==> config.mk <==
export PLATFORM = sky130hd
export DESIGN_NAME = csr_file_ext
export DESIGN_NICKNAME = d
export VERILOG_FILES = /design/src/rtl/csr_file_ext.sv
export SDC_FILE = /design/constraint.sdc
export NUM_CORES = 2
export LEC_CHECK = 0
export CORE_UTILIZATION = 28
export DETAILED_ROUTE_END_ITERATION = 10
export RECOVER_POWER = 25
export REMOVE_ABC_BUFFERS = 1
export SKIP_LAST_GASP = 1
export SLEW_MARGIN = 40
export SYNTH_ARGS = -nofsm -noshare
export SYNTH_HDL_FRONTEND = slang
export SYNTH_SLANG_ARGS = --single-unit
==> constraint.sdc <==
create_clock -name clk -period 70.3 [get_ports clk]
set_input_delay 7.03 -clock clk [delete_from_list [all_inputs] [get_ports clk]]
set_output_delay 7.03 -clock clk [all_outputs]
set_load 0.02 [all_outputs]
==> src/rtl/csr_file_ext.sv <==
// CSR register file: RW/RS/RC (+ immediate forms) access, free-running cycle and
// retired-instruction counters, trap capture of EPC/CAUSE, and an async active-high reset.
module csr_file_ext #(
  parameter int XLEN        = 32,
  parameter int NUM_REGS    = 32,
  parameter int CYCLE_IDX   = 3,
  parameter int INSTRET_IDX = 4,
  parameter int EPC_IDX     = 5,
  parameter int CAUSE_IDX   = 6,
  parameter int TVEC_IDX    = 7
) (
  input  logic            clk,
  input  logic            rst,
  input  logic            csr_valid,
  input  logic [11:0]     csr_addr,
  input  logic [2:0]      csr_func,
  input  logic [XLEN-1:0] csr_wdata,
  input  logic [4:0]      csr_zimm,
  input  logic            retire,
  input  logic            trap_valid,
  input  logic [XLEN-1:0] trap_epc,
  input  logic [XLEN-1:0] trap_cause,
  output logic [XLEN-1:0] csr_rdata,
  output logic            csr_illegal,
  output logic [XLEN-1:0] epc_out,
  output logic [XLEN-1:0] tvec_out
);
  localparam int IW = $clog2(NUM_REGS);

  logic [XLEN-1:0]     w_ent [NUM_REGS];
  logic [IW-1:0]       w_idx;
  logic                w_in_range;
  logic [XLEN-1:0]     w_old;
  logic [XLEN-1:0]     w_op;
  logic [XLEN-1:0]     w_new;
  logic                w_writes;
  logic                w_ro_target;
  logic                w_commit;
  logic [NUM_REGS-1:0] w_wr_sel;

  assign w_idx      = csr_addr[IW-1:0];
  assign w_in_range = (csr_addr >> IW) == 12'd0;
  assign w_old      = (w_in_range && w_idx != '0) ? w_ent[w_idx] : '0;
  assign csr_rdata  = w_old;
  assign w_op       = csr_func[2] ? XLEN'(csr_zimm) : csr_wdata;

  always_comb begin
    w_new = w_old;
    case (csr_func[1:0])
      2'b01:   w_new = w_op;
      2'b10:   w_new = w_old | w_op;
      2'b11:   w_new = w_old & ~w_op;
      default: w_new = w_old;
    endcase
  end

  // Set/clear with a zero operand is a pure read and never counts as a write.
  assign w_writes    = (csr_func[1:0] == 2'b01) || (w_op != '0);
  assign w_ro_target = (w_idx == IW'(CYCLE_IDX)) || (w_idx == IW'(INSTRET_IDX)) ||
                       (csr_addr[11:10] == 2'b11);
  assign csr_illegal = csr_valid &&
                       (!w_in_range || csr_func[1:0] == 2'b00 || (w_writes && w_ro_target));
  assign w_commit    = csr_valid && !csr_illegal && !trap_valid && w_writes && w_idx != '0;
  assign w_wr_sel    = w_commit ? (NUM_REGS'(1) << w_idx) : '0;

  assign w_ent[0] = '0;

  for (genvar g = 1; g < NUM_REGS; g++) begin : g_ent
    logic [XLEN-1:0] r_q;
    if (g == CYCLE_IDX) begin : g_cyc
      always_ff @(posedge clk or posedge rst)
        if (rst) r_q <= '0;
        else     r_q <= r_q + XLEN'(1);
    end else if (g == INSTRET_IDX) begin : g_ret
      always_ff @(posedge clk or posedge rst)
        if (rst)         r_q <= '0;
        else if (retire) r_q <= r_q + XLEN'(1);
    end else if (g == EPC_IDX || g == CAUSE_IDX) begin : g_trap
      // Trap capture overrides any CSR write in the same cycle.
      always_ff @(posedge clk or posedge rst)
        if (rst)             r_q <= '0;
        else if (trap_valid) r_q <= (g == EPC_IDX) ? trap_epc : trap_cause;
        else if (w_wr_sel[g]) r_q <= w_new;
    end else begin : g_gen
      always_ff @(posedge clk or posedge rst)
        if (rst)              r_q <= '0;
        else if (w_wr_sel[g]) r_q <= w_new;
    end
    assign w_ent[g] = r_q;
  end

  assign epc_out  = w_ent[EPC_IDX];
  assign tvec_out = w_ent[TVEC_IDX];
endmodule

==> summary.md <==
| Metric | Value |
|---|---|
| Status | `finished with violations` |
| Violated checks | `max-capacitance violations, max-slew violations` |
| Ys flop type | `dfrtp_1` |
| Synth Warn # | `0` |
| Slew HR | `-269%` |
| TritonCTS Buffers | `108` |
| TritonRoute pass-1 iters | `5` |
| Final Hold Vio Count | `0` |
| Crit Path Class | `primary input to output port` |
| Area grow syn2layout | `16.3%` |
| Fraction of layout cells with a size suffix above 1 | `13.6%` |
| RR Endpoint | `g_ent[16].r_q[15]` |
| Pwr dens | `23.5 nW/um^2` |
| Num rows | `148` |
| Min-Delay Path Class | `flip-flop to flip-flop` |
| Cell leakage power | `22.4 nW` |
| Overflow after GRT | `0` |
| Syn Area/Cell | `10.7 sq um` |
| Routed Antenna Nets | `0` |
| Crit path time final | `19,120 ps` |
| Unique masters post-synth | `78` |
| Final period utilization | `27.2%` |
| I/O Buffers | `217` |
| Initial core utilization | `28.2%` |
| Filler Cell Count | `16,400` |
| FF-to-FF setup slack | `67,090 ps` |
| Peak VDD IR | `19.2 uV` |
| Finished Layout Cells | `6,570` |
| WL final | `164 mm` |
| Worst endpoint required time | `63,270 ps` |
| NumNets Final | `4,427` |
| RR Startpoint | `g_ent[3].r_q[15]` |
| Post-synthesis async set-or-reset flop share | `100%` |
| Total Routing Usage GR | `19.4%` |
| Core Box Area | `163,000 sq um` |
| Placed Cells | `6,368` |
| First-pass GRT wire length | `240 mm` |
| Fin Setup TNS | `0 ps` |
| Root Buffer | `clkbuf_16` |
| TritonCTS clock tree | `built` |
| DRT iter0 DRCs | `3,828` |
| Chip Width | `407 um` |
| CP Max Fanout | `76` |
| Clock Latency Late Sink | `700 ps` |
| Top post-synthesis cells by count | `992 x dfrtp_1, 879 x nand2_1, 868 x o21ai_0` |
| Hold path cells | `2` |
| Final Skew | `34.0 ps` |
| Hold Startpoint | `g_ent[30].r_q[3]` |
| Post-route DRC | `0` |
| Synth Register Bits | `992` |
| EDFF count, synth | `0` |
| Clock sink count | `992` |
| Max Root-Sink Buffers | `3` |
| Setup bufs post-CTS | `0` |
| Worst Hold End | `g_ent[30].r_q[3]` |
| Die Ht | `407 um` |
| Routed via count | `34,800` |
| Post-Synthesis Cells | `4,294` |
| Area taken by multi-input logic gates | `19,100 sq um` |
| Post-synthesis sequential area ratio | `54.0%` |
| DR vias/cell | `5.30` |
| Dominant cell type by area after synthesis | `dfrtp_1` |
| Slew @ Worst Pin | `5530 ps` |
| Vias in the first global route | `33,800` |
| Largest net degree at the start of global routing | `115` |
| Post-Syn Area | `46,000 sq um` |
| Hpwl dp | `106 mm` |
| Fin. max-slew vios | `540` |
| Startpoint types | `primary input` |
| WL per Instance | `25.0 um` |
| Io pins | `218` |
| R2R cell count | `7` |
| Reg area | `24,800 sq um` |
| Post_cts resized | `0` |
| Die Area | `166,000 sq um` |
| Max cap viols | `6` |
| Htree depth | `3` |
| Initial antenna violation count | `30` |
| Hold-fix buffers, CTS | `0` |
| CP endpoint kind | `output port` |
| Area contributors post-synth | `dfrtp_1 54%, o21ai_0 9.5%, mux4_2 7.8%` |
| Fmax | `0.0523 GHz` |
| Synth top area share | `54.0%` |
| Clk pin slew, worst setup/hold paths | `50 ps` |
| Most numerous cell in the Yosys netlist | `dfrtp_1` |
| Final Wtd Congestion | `0.885` |
| Critical Path AT | `12,090 ps` |
| # setup viols final | `0` |
| RSZ-0062 raised after global routing | `false` |
power breakdown:
group | leakage (nW) | switching [mW] | internal [mW]
clock network | 1.77 | 0.237 | 0.343
registers | 13.7 | 0.00627 | 0.577
logic | 6.87 | 0.0648 | 0.0295
worst max-delay path by stage:
stage                start                 to  slack [ps]  cells after the start
2_1_floorplan          rst         epc_out[0]       35360                      1
3_3_place_gp   csr_addr[1]      csr_rdata[31]       51070                      9
3_5_place_dp   csr_addr[1]      csr_rdata[31]       51220                      9
4_1_cts        csr_addr[1]      csr_rdata[31]       51180                      9
5_1_grt                rst  g_ent[25].r_q[26]       49380                      7
6_report       csr_addr[1]      csr_rdata[31]       51180                      9
routing by layer:
layer	global-route usage, %	up-vias	routed length (um)
met1	27.6	17700	72200
met5	0	-	196
li1	-	15300	-
met3	5.49	320	16100
met4	5.92	30	4960
met2	28.5	1445	70600
area by class of cell:
type,instances,share of cell area [%]
Antenna cell,12,0.0562
Clock buffer,158,5.99
Clock inverter,31,0.742
Inverter,18,0.129
Multi-Input combinational cell,2869,35.8
Sequential cell,992,46.4
Tap cell,2175,5.09
Timing Repair Buffer,315,5.76
cell families after synthesis:
family                     synth area share (%)
AOI/OAI and AO/OA                          15.8
muxes                                      12.9
DFF                                        54.0
buffers and inverters                      4.96
adders and majority gates                0.0544
xor gates and xnor gates                   1.16
and+or+nand+nor                            11.2
sequential cells by signal, indices dropped and copies added (netlist names):
name / flops
tvec_out: 32
g_ent.r_q: 928
epc_out: 32
critical path, cell delays in order:
cell and delay, ps:
buf_8 470, buf_4 640, buf_4 680, buf_4 720, mux2i_1 160, a221oi_1 440
o21ai_1 320, a2111oi_2 700, clkdlybuf4s50_1 740
through the flow:
step / total power [mW] / cell area (sq um) / hold slack [ps] / util, % / worst slack [ps]
CTS: 1.26 / 53500 / 478 / 32.9 / 51180
global route: 1.29 / 53400 / 493 / 32.8 / 49380
finish: 1.26 / 53500 / 473 / 32.8 / 51180
floorplan: 0.632 / 43800 / 440 / - / 35360
global placement: 0.685 / 49500 / 456 / 30.4 / 51070
detailed placement: 0.687 / 49900 / 465 / 30.6 / 51220
placed cells by master (no fill, tap or decap), drive strengths merged, types with 31 or more instances in the layout:
cell type      netlist  layout
clkdlybuf4s50        0     210
a211oi              35      35
clkbuf             294     163
o21ai              898     898
mux2i              132     132
xnor2               47      47
dfrtp              992     992
nand3               31      31
mux4               163     163
o22ai               36      36
buf                121      98
nor2                55      55
a21oi               58      58
nor3b               46      46
nand2              880     880
a22oi               69      69
nand4               43      43
mux2                80      80
Note: power is estimated with default switching activity, not from simulation.
